File: src/rtl/multicycle_maindec_if.sv
// -----------------------------------------------------------------------------
// multicycle_maindec_if
//
// Memory request/ready handshake between the multicycle control FSM and the
// unified instruction/data memory.
//
//   mem_req   : FSM -> memory, a request is outstanding this cycle
//   iord      : FSM -> memory, address select (0 = PC, 1 = ALUOut)
//   memwrite  : FSM -> memory, the outstanding request is a write
//   mem_ready : memory -> FSM, the current request completes this cycle
//
// Modports:
//   master : the control FSM side
//   slave  : the memory side
// -----------------------------------------------------------------------------
interface multicycle_maindec_if;
    logic mem_req;
    logic iord;
    logic memwrite;
    logic mem_ready;

    modport master (
        output mem_req,
        output iord,
        output memwrite,
        input  mem_ready
    );

    modport slave (
        input  mem_req,
        input  iord,
        input  memwrite,
        output mem_ready
    );
endinterface

File: src/rtl/multicycle_maindec.sv
// -----------------------------------------------------------------------------
// multicycle_maindec
//
// Multicycle control FSM for the 32-bit MIPS CPU. Sequences R-type, JR, LW,
// SW, BEQ, ADDI, J and JAL over 3-5 states. Memory accesses (instruction fetch,
// load, store) use a request/ready handshake guarded by a watchdog: an access
// may last at most MAX_WAIT+1 cycles, otherwise the FSM parks in HALT with
// memerr set.
//
// Parameters:
//   MAX_WAIT : maximum wait cycles tolerated on one memory access (>= 1)
//   SW_W     : state register width (>= 4, HALT is encoded as 15)
//
// Ports:
//   clk      : system clock, rising edge
//   reset    : asynchronous, active-low reset
//   mem      : memory handshake (mem_req, iord, memwrite, mem_ready)
//   op       : instruction opcode from the instruction register
//   funct    : function field from the instruction register
//   zero     : ALU zero flag
//   irwrite, regdst, memtoreg, regwrite, alusrca, alusrcb, aluop, pcsrc,
//   pcen, jr, jal : datapath controls (combinational from state)
//   instret  : one-cycle pulse when an instruction retires
//   halted, illegal, memerr : sticky status flags, cleared only by reset
//   state    : current FSM state, for debug
//
// Build option:
//   MCDEC_TRAP_EN : when defined, an unknown opcode in DECODE traps to HALT and
//                   sets illegal. When undefined, an unknown opcode retires as
//                   a NOP straight from DECODE and illegal is tied to 0.
// -----------------------------------------------------------------------------
module multicycle_maindec #(
    parameter int MAX_WAIT = 15,
    parameter int SW_W     = 4
) (
    input  logic                  clk,
    input  logic                  reset,
    multicycle_maindec_if.master  mem,
    input  logic [5:0]            op,
    input  logic [5:0]            funct,
    input  logic                  zero,
    output logic                  irwrite,
    output logic                  regdst,
    output logic                  memtoreg,
    output logic                  regwrite,
    output logic                  alusrca,
    output logic [1:0]            alusrcb,
    output logic [1:0]            aluop,
    output logic [1:0]            pcsrc,
    output logic                  pcen,
    output logic                  jr,
    output logic                  jal,
    output logic                  instret,
    output logic                  halted,
    output logic                  illegal,
    output logic                  memerr,
    output logic [SW_W-1:0]       state
);

    localparam int CNT_W = $clog2(MAX_WAIT + 1);

    // State encodings
    localparam logic [SW_W-1:0] S_FETCH  = SW_W'(0);
    localparam logic [SW_W-1:0] S_DECODE = SW_W'(1);
    localparam logic [SW_W-1:0] S_MEMADR = SW_W'(2);
    localparam logic [SW_W-1:0] S_MEMRD  = SW_W'(3);
    localparam logic [SW_W-1:0] S_MEMWB  = SW_W'(4);
    localparam logic [SW_W-1:0] S_MEMWR  = SW_W'(5);
    localparam logic [SW_W-1:0] S_RTEXEC = SW_W'(6);
    localparam logic [SW_W-1:0] S_RTWB   = SW_W'(7);
    localparam logic [SW_W-1:0] S_BEQEX  = SW_W'(8);
    localparam logic [SW_W-1:0] S_ADDIEX = SW_W'(9);
    localparam logic [SW_W-1:0] S_ADDIWB = SW_W'(10);
    localparam logic [SW_W-1:0] S_JEX    = SW_W'(11);
    localparam logic [SW_W-1:0] S_JREX   = SW_W'(12);
    localparam logic [SW_W-1:0] S_JALEX  = SW_W'(13);
    localparam logic [SW_W-1:0] S_HALT   = SW_W'(15);

    // Opcodes / function codes
    localparam logic [5:0] OP_RTYPE = 6'b000000;
    localparam logic [5:0] OP_LW    = 6'b100011;
    localparam logic [5:0] OP_SW    = 6'b101011;
    localparam logic [5:0] OP_BEQ   = 6'b000100;
    localparam logic [5:0] OP_ADDI  = 6'b001000;
    localparam logic [5:0] OP_J     = 6'b000010;
    localparam logic [5:0] OP_JAL   = 6'b000011;
    localparam logic [5:0] FN_JR    = 6'b001000;

    // States in which mem_ready is sampled and the watchdog counts
    localparam int NUM_WAIT_STATES = 3;
    localparam logic [SW_W-1:0] WAIT_STATES [NUM_WAIT_STATES] = '{S_FETCH, S_MEMRD, S_MEMWR};

    logic [SW_W-1:0]            state_reg;
    logic [SW_W-1:0]            state_next;
    logic [CNT_W-1:0]           wait_cnt_reg;
    logic [CNT_W-1:0]           wait_cnt_next;
    logic                       halted_reg;
    logic                       memerr_reg;
    logic [NUM_WAIT_STATES-1:0] in_wait;
    logic                       mem_wait;
    logic                       wd_limit;
    logic                       wd_expire;
    logic                       op_legal;
    logic                       mem_req_c;
    logic                       iord_c;
    logic                       memwrite_c;

    // -------------------------------------------------------------------------
    // Decode helpers
    // -------------------------------------------------------------------------
    genvar gi;
    generate
        for (gi = 0; gi < NUM_WAIT_STATES; gi++) begin : g_wait_decode
            assign in_wait[gi] = (state_reg == WAIT_STATES[gi]);
        end
    endgenerate

    assign mem_wait = |in_wait;
    assign wd_limit = (wait_cnt_reg == CNT_W'(MAX_WAIT));

    always_comb begin
        op_legal = 1'b0;
        case (op)
            OP_RTYPE, OP_LW, OP_SW, OP_BEQ,
            OP_ADDI, OP_J, OP_JAL: op_legal = 1'b1;
            default:               op_legal = 1'b0;
        endcase
    end

    // -------------------------------------------------------------------------
    // State register, watchdog counter and sticky flags
    // -------------------------------------------------------------------------
    always_ff @(posedge clk or negedge reset) begin
        if (!reset) begin
            state_reg    <= S_FETCH;
            wait_cnt_reg <= '0;
            halted_reg   <= 1'b0;
            memerr_reg   <= 1'b0;
        end else begin
            state_reg    <= state_next;
            wait_cnt_reg <= wait_cnt_next;
            if (state_next == S_HALT) begin
                halted_reg <= 1'b1;
            end
            if (wd_expire) begin
                memerr_reg <= 1'b1;
            end
        end
    end

`ifdef MCDEC_TRAP_EN
    logic illegal_reg;

    always_ff @(posedge clk or negedge reset) begin
        if (!reset) begin
            illegal_reg <= 1'b0;
        end else if (state_reg == S_DECODE && !op_legal) begin
            illegal_reg <= 1'b1;
        end
    end

    assign illegal = illegal_reg;
`else
    assign illegal = 1'b0;
`endif

    assign halted = halted_reg;
    assign memerr = memerr_reg;
    assign state  = state_reg;

    // -------------------------------------------------------------------------
    // Watchdog: any state change restarts the count, so it is zero on entry to
    // each wait state. It never wraps because hitting the limit leaves the
    // wait state.
    // -------------------------------------------------------------------------
    always_comb begin
        wait_cnt_next = wait_cnt_reg;
        if (state_next != state_reg) begin
            wait_cnt_next = '0;
        end else if (mem_wait && !mem.mem_ready) begin
            wait_cnt_next = wait_cnt_reg + CNT_W'(1);
        end
    end

    // -------------------------------------------------------------------------
    // Next-state logic
    // -------------------------------------------------------------------------
    always_comb begin
        state_next = state_reg;
        wd_expire  = 1'b0;
        case (state_reg)
            S_FETCH: begin
                if (mem.mem_ready) begin
                    state_next = S_DECODE;
                end else if (wd_limit) begin
                    state_next = S_HALT;
                    wd_expire  = 1'b1;
                end
            end
            S_DECODE: begin
                case (op)
                    OP_LW, OP_SW: state_next = S_MEMADR;
                    OP_RTYPE:     state_next = (funct == FN_JR) ? S_JREX : S_RTEXEC;
                    OP_BEQ:       state_next = S_BEQEX;
                    OP_ADDI:      state_next = S_ADDIEX;
                    OP_J:         state_next = S_JEX;
                    OP_JAL:       state_next = S_JALEX;
`ifdef MCDEC_TRAP_EN
                    default:      state_next = S_HALT;
`else
                    default:      state_next = S_FETCH;
`endif
                endcase
            end
            // Only LW and SW reach MEMADR; the IR is stable across the sequence.
            S_MEMADR: state_next = (op == OP_SW) ? S_MEMWR : S_MEMRD;
            S_MEMRD, S_MEMWR: begin
                if (mem.mem_ready) begin
                    state_next = (state_reg == S_MEMRD) ? S_MEMWB : S_FETCH;
                end else if (wd_limit) begin
                    state_next = S_HALT;
                    wd_expire  = 1'b1;
                end
            end
            S_RTEXEC: state_next = S_RTWB;
            S_ADDIEX: state_next = S_ADDIWB;
            S_MEMWB, S_RTWB, S_BEQEX, S_ADDIWB,
            S_JEX, S_JREX, S_JALEX: state_next = S_FETCH;
            S_HALT:   state_next = S_HALT;
            // Unused encodings recover to FETCH.
            default:  state_next = S_FETCH;
        endcase
    end

    // -------------------------------------------------------------------------
    // Output logic. Everything is held at 0 while reset is asserted, so a reset
    // mid-instruction produces no stray request or retire pulse.
    // -------------------------------------------------------------------------
    always_comb begin
        mem_req_c  = 1'b0;
        iord_c     = 1'b0;
        memwrite_c = 1'b0;
        irwrite    = 1'b0;
        regdst     = 1'b0;
        memtoreg   = 1'b0;
        regwrite   = 1'b0;
        alusrca    = 1'b0;
        alusrcb    = 2'b00;
        aluop      = 2'b00;
        pcsrc      = 2'b00;
        pcen       = 1'b0;
        jr         = 1'b0;
        jal        = 1'b0;
        instret    = 1'b0;
        if (reset) begin
            case (state_reg)
                S_FETCH: begin
                    mem_req_c = 1'b1;
                    alusrcb   = 2'b01;
                    irwrite   = mem.mem_ready;
                    pcen      = mem.mem_ready;
                end
                S_DECODE: begin
                    alusrcb = 2'b11;
`ifdef MCDEC_TRAP_EN
                    // A trapped opcode never retires.
                    instret = 1'b0;
`else
                    // Unknown opcode retires as a NOP directly from DECODE.
                    instret = !op_legal;
`endif
                end
                S_MEMADR: begin
                    alusrca = 1'b1;
                    alusrcb = 2'b10;
                end
                S_MEMRD: begin
                    mem_req_c = 1'b1;
                    iord_c    = 1'b1;
                end
                S_MEMWB: begin
                    regwrite = 1'b1;
                    memtoreg = 1'b1;
                    instret  = 1'b1;
                end
                S_MEMWR: begin
                    mem_req_c  = 1'b1;
                    iord_c     = 1'b1;
                    memwrite_c = 1'b1;
                    instret    = mem.mem_ready;
                end
                S_RTEXEC: begin
                    alusrca = 1'b1;
                    aluop   = 2'b10;
                end
                S_RTWB: begin
                    regdst   = 1'b1;
                    regwrite = 1'b1;
                    instret  = 1'b1;
                end
                S_BEQEX: begin
                    alusrca = 1'b1;
                    aluop   = 2'b01;
                    pcsrc   = 2'b01;
                    pcen    = zero;
                    instret = 1'b1;
                end
                S_ADDIEX: begin
                    alusrca = 1'b1;
                    alusrcb = 2'b10;
                end
                S_ADDIWB: begin
                    regwrite = 1'b1;
                    instret  = 1'b1;
                end
                S_JEX: begin
                    pcsrc   = 2'b10;
                    pcen    = 1'b1;
                    instret = 1'b1;
                end
                S_JREX: begin
                    pcsrc   = 2'b11;
                    pcen    = 1'b1;
                    jr      = 1'b1;
                    instret = 1'b1;
                end
                // The datapath writes PC+4 into $31 alongside the jump.
                S_JALEX: begin
                    pcsrc    = 2'b10;
                    pcen     = 1'b1;
                    jal      = 1'b1;
                    regwrite = 1'b1;
                    instret  = 1'b1;
                end
                default: begin
                    // HALT and unused encodings drive nothing.
                    instret = 1'b0;
                end
            endcase
        end
    end

    assign mem.mem_req  = mem_req_c;
    assign mem.iord     = iord_c;
    assign mem.memwrite = memwrite_c;

endmodule

File: src/flat_wrapper.sv
// flat-port wrapper written by rule: the top's interface ports become plain ports
module multicycle_maindec_flat 
#(
    parameter int MAX_WAIT = 15,
    parameter int SW_W     = 4
)
  (clk, reset, op, funct, zero, irwrite, regdst, memtoreg, regwrite, alusrca, alusrcb, aluop, pcsrc, pcen, jr, jal, instret, halted, illegal, memerr, state, mem_mem_req, mem_iord, mem_memwrite, mem_mem_ready);
  multicycle_maindec_if mem_i ();
  input  logic clk;
  input  logic reset;
  input  logic [5:0] op;
  input  logic [5:0] funct;
  input  logic zero;
  output logic irwrite;
  output logic regdst;
  output logic memtoreg;
  output logic regwrite;
  output logic alusrca;
  output logic [1:0] alusrcb;
  output logic [1:0] aluop;
  output logic [1:0] pcsrc;
  output logic pcen;
  output logic jr;
  output logic jal;
  output logic instret;
  output logic halted;
  output logic illegal;
  output logic memerr;
  output logic [SW_W-1:0] state;
  output wire logic [$bits(mem_i.mem_req)-1:0] mem_mem_req;
  output wire logic [$bits(mem_i.iord)-1:0] mem_iord;
  output wire logic [$bits(mem_i.memwrite)-1:0] mem_memwrite;
  input wire logic [$bits(mem_i.mem_ready)-1:0] mem_mem_ready;
  assign mem_mem_req = mem_i.mem_req;
  assign mem_iord = mem_i.iord;
  assign mem_memwrite = mem_i.memwrite;
  assign mem_i.mem_ready = mem_mem_ready;
  multicycle_maindec #(.MAX_WAIT(MAX_WAIT), .SW_W(SW_W)) u_core (.clk(clk), .reset(reset), .mem(mem_i), .op(op), .funct(funct), .zero(zero), .irwrite(irwrite), .regdst(regdst), .memtoreg(memtoreg), .regwrite(regwrite), .alusrca(alusrca), .alusrcb(alusrcb), .aluop(aluop), .pcsrc(pcsrc), .pcen(pcen), .jr(jr), .jal(jal), .instret(instret), .halted(halted), .illegal(illegal), .memerr(memerr), .state(state));
endmodule
File: config.mk
export PLATFORM = sky130hd
export DESIGN_NAME = multicycle_maindec_flat
export DESIGN_NICKNAME = d
export VERILOG_FILES = /design/src/rtl/multicycle_maindec_if.sv /design/src/rtl/multicycle_maindec.sv /design/src/flat_wrapper.sv
export SDC_FILE = /design/constraint.sdc
export NUM_CORES = 1
export LEC_CHECK = 0
export CORE_MARGIN = 2
export CORE_UTILIZATION = 41
export CTS_BUF_LIST = sky130_fd_sc_hd__clkbuf_4
export CTS_CLUSTER_SIZE = 12
export DETAILED_ROUTE_END_ITERATION = 10
export GPL_ROUTABILITY_DRIVEN = 0
export GPL_TIMING_DRIVEN = 0
export PLACE_DENSITY = 0.76
export REMOVE_ABC_BUFFERS = 1
export SYNTH_ARGS = -nofsm -noshare
export SYNTH_HDL_FRONTEND = slang
export SYNTH_SLANG_ARGS = --single-unit
export TNS_END_PERCENT = 100
File: constraint.sdc
create_clock -name clk -period 3 [get_ports clk]
set_input_delay 0.3 -clock clk [delete_from_list [all_inputs] [get_ports clk]]
set_output_delay 0.3 -clock clk [all_outputs]
set_load 0.02 [all_outputs]
==> results.txt <==
Worst-path maximum fanout = 8
Drt total wl = 3.11 mm
Main combinational cell family by area after synthesis = simple AND/OR/NAND/NOR gates
Unrepaired setup endpoints after global routing = false
Slew @ Worst Pin = 0.680 ns
Synth unique cells = 54
P per Cell Area = 660 mW/mm^2
Post-CTS sizing = 0
Seq/Total Area, Yosys = 22.4%
XOR/XNOR Fraction of Synth Area = 4.71%
Core area = 0.00252 mm^2
Fin worst setup slack = 0.163 ns
Mapped cell area = 0.00111 mm^2
Post-Synth Adder-Cell Area = 1.12%
# IOs = 41
Synthesized instance count = 146
Worst path required time = 2.70 ns
Area of the multi-input gates = 798 um^2
Pin count of the biggest net entering global routing = 30
Root buffer cell = clkbuf_4
Clock power frac = 9.4%
Post-synth EDFFs = 0
Post-synth ARST share = 100%
Vias per cell = 6.08
Yosys warnings = 0
Initial Util = 44.2%
Cell with the most instances after synthesis = nor3_1
Pre-CTS setup slack = 0.197 ns
Yosys top cell area share = 22.4%
Worst min path class = input pin to async pin
P_leak = 0.000578 uW
Switch Pwr = 501 uW
ANT cells = 0
H-tree depth = 1
Post-layout net count = 196
Reg power frac = 27.6%
Final setup vio count = 0
CTS tree = yes
Final worst path period need = 2.84 ns
WL/cell = 15.0 um
Site Rows = 18
Die span in y = 56.1 um
Clock buffer count from CTS = 3
Mux cell area share after synthesis = 3.82%
DIE WIDTH = 56.1 um
Peak supply drop = 0.469 mV
CTS Hold Bufs = 0
Mean area per synthesized cell = 7.64 um^2
Internal power = 506 uW
Vias = 1264
GR Overflow Total = 0
Compound-Gate Fraction of Synth Area = 25.0%
Final worst-path cycle share = 94.6%
Final hold vios = 0
DRT Pass-1 Iters = 4
P&R area growth vs syn = 36.8%
Synth cell count leaders = 14 x nor3_1, 13 x nor2_1, 10 x dfrtp_1, 9 x nand2_1, 7 x o21ai_0
Max Buffers Root-to-Sink = 2
Fill count = 231
Reg2reg start = u_core.state[0]$_DFF_PN0_
Area contributors post-synth = dfrtp_1 22%, nor3_1 6.3%, nor2_1 4.4%, o21ai_0 3.1%, xnor2_1 3.1%
Setup Fix Bufs, Post-CTS = 0
Setup TNS = 0 ns
Number of antenna-violating nets in the routed design = 0
Clock latency on the worst-skew pair = 0.27 ns
Initial drt markers = 26
Critical path type = input pin to primary output
Crit path DAT = 2.54 ns
Total GRT Usage = 19.7%
Slew Viols, Final = 0
Clock sinks = 10
Simple-gate portion of the synthesized area = 36.6%
Max_cap viols = 0
Die Area = 0.00315 mm^2
Status = finished clean
Share of layout cells above drive strength 1 = 8.43%
Sw Share = 49.8%
Number of global-route vias before repair = 1200
First-pass GRT wire length = 5.19 mm
Clock skew = 0.0107 ns
Detailed Place HPWL = 2.30 mm
Critical Path Start = op[3]
Residual DRC count = 0
Register Area = 251 um^2
Post-synth top area cell = dfrtp_1
Slew HR = 54.6%
CP Launch Type = input pin
Clock transition at path regs = 0.07 ns
Main synth FF type = dfrtp_1
Initial antenna violation count = 0
Combinational share of power = 63.0%
PortBufs = 39
Fmax = 353 MHz
CP endpoint kind = primary output
#FFs+latches synth = 10
[cell families after synthesis]
logic type                 count (synthesis)
adders and majority gates                  1
buffers and inverters                     16
muxes                                      3
other                                      1
and+or+nand+nor                           73
xor gates and xnor gates                   6
AOI/OAI and AO/OA                         36
DFF                                       10
[metrics by stage]
step	cell area (um^2)	hold slack, ns	util (%)	cells	power (uW)
floorplan	1070	0.00441	-	135	663
global placement	1500	0.451	59.3	204	901
detailed placement	1500	0.454	59.3	204	907
CTS	1520	0.442	60.3	208	1010
global route	1530	0.0851	60.5	208	1080
finish	1530	0.0535	60.5	208	1010
[critical path, cell delays in order]
cell             delay (ns)
clkdlybuf4s50_1        0.56
a2111oi_0              0.67
o21bai_1               0.15
a211oi_1               0.25
nor2_1                 0.07
clkdlybuf4s50_1        0.54
[layout by cell type (no fill, tap or decap), types with 4 or more instances in the layout]
cell | Yosys | layout
nand3_1 | 6 | 6
xnor2_1 | 4 | 4
inv_1 | 5 | 5
clkdlybuf4s50_1 | 0 | 38
nand2b_1 | 4 | 4
dfrtp_1 | 10 | 9
nand2_1 | 9 | 9
nor3_1 | 14 | 14
nor2_1 | 13 | 13
o21ai_0 | 7 | 7
nor2b_1 | 5 | 5
[path summary, 6_finish.rpt]
check,to,cells past startpoint,slack (ns)
worst max register to register,u_core.wait_cnt_reg[3]$_DFFE_PN0P_,5,0.51
min in group clk,u_core.halted$_DFFE_PN0N_,1,0.47
worst max-delay path,instret,6,0.16
worst min-delay path,u_core.state[0]$_DFF_PN0_,1,0.05
max in group asynchronous,u_core.state[2]$_DFF_PN0_,1,2.46
worst min register to register,u_core.halted$_DFFE_PN0N_,1,0.47
[metal layers]
layer  global-route usage, %  up-vias  share of wire [%]
li1                        -      613                  -
met3                    3.49        2                5.1
met4                    5.10        0               0.39
met5                       0        -                  0
met2                    33.9       49                 52
met1                    25.4      600                 42
[power groups by stage]
stage	Combinational [uW]	Clock [uW]	Sequential (uW)
6_report	635	94.7	278
5_1_grt	688	102	290
4_1_cts	636	97.5	274
2_1_floorplan	395	0	268
3_3_place_gp	628	0	273
3_5_place_dp	630	0	278
[final cells by class]
cell class | instances | area share, %
inverter | 5 | 1.23
sequential | 10 | 16.5
clock buffer | 3 | 1.48
tap | 30 | 2.46
multi-input combinational | 120 | 52.3
clock inverter | 1 | 0.246
timing repair buffer | 39 | 25.8
No activity file was read; power rests on OpenSTA's default activity.
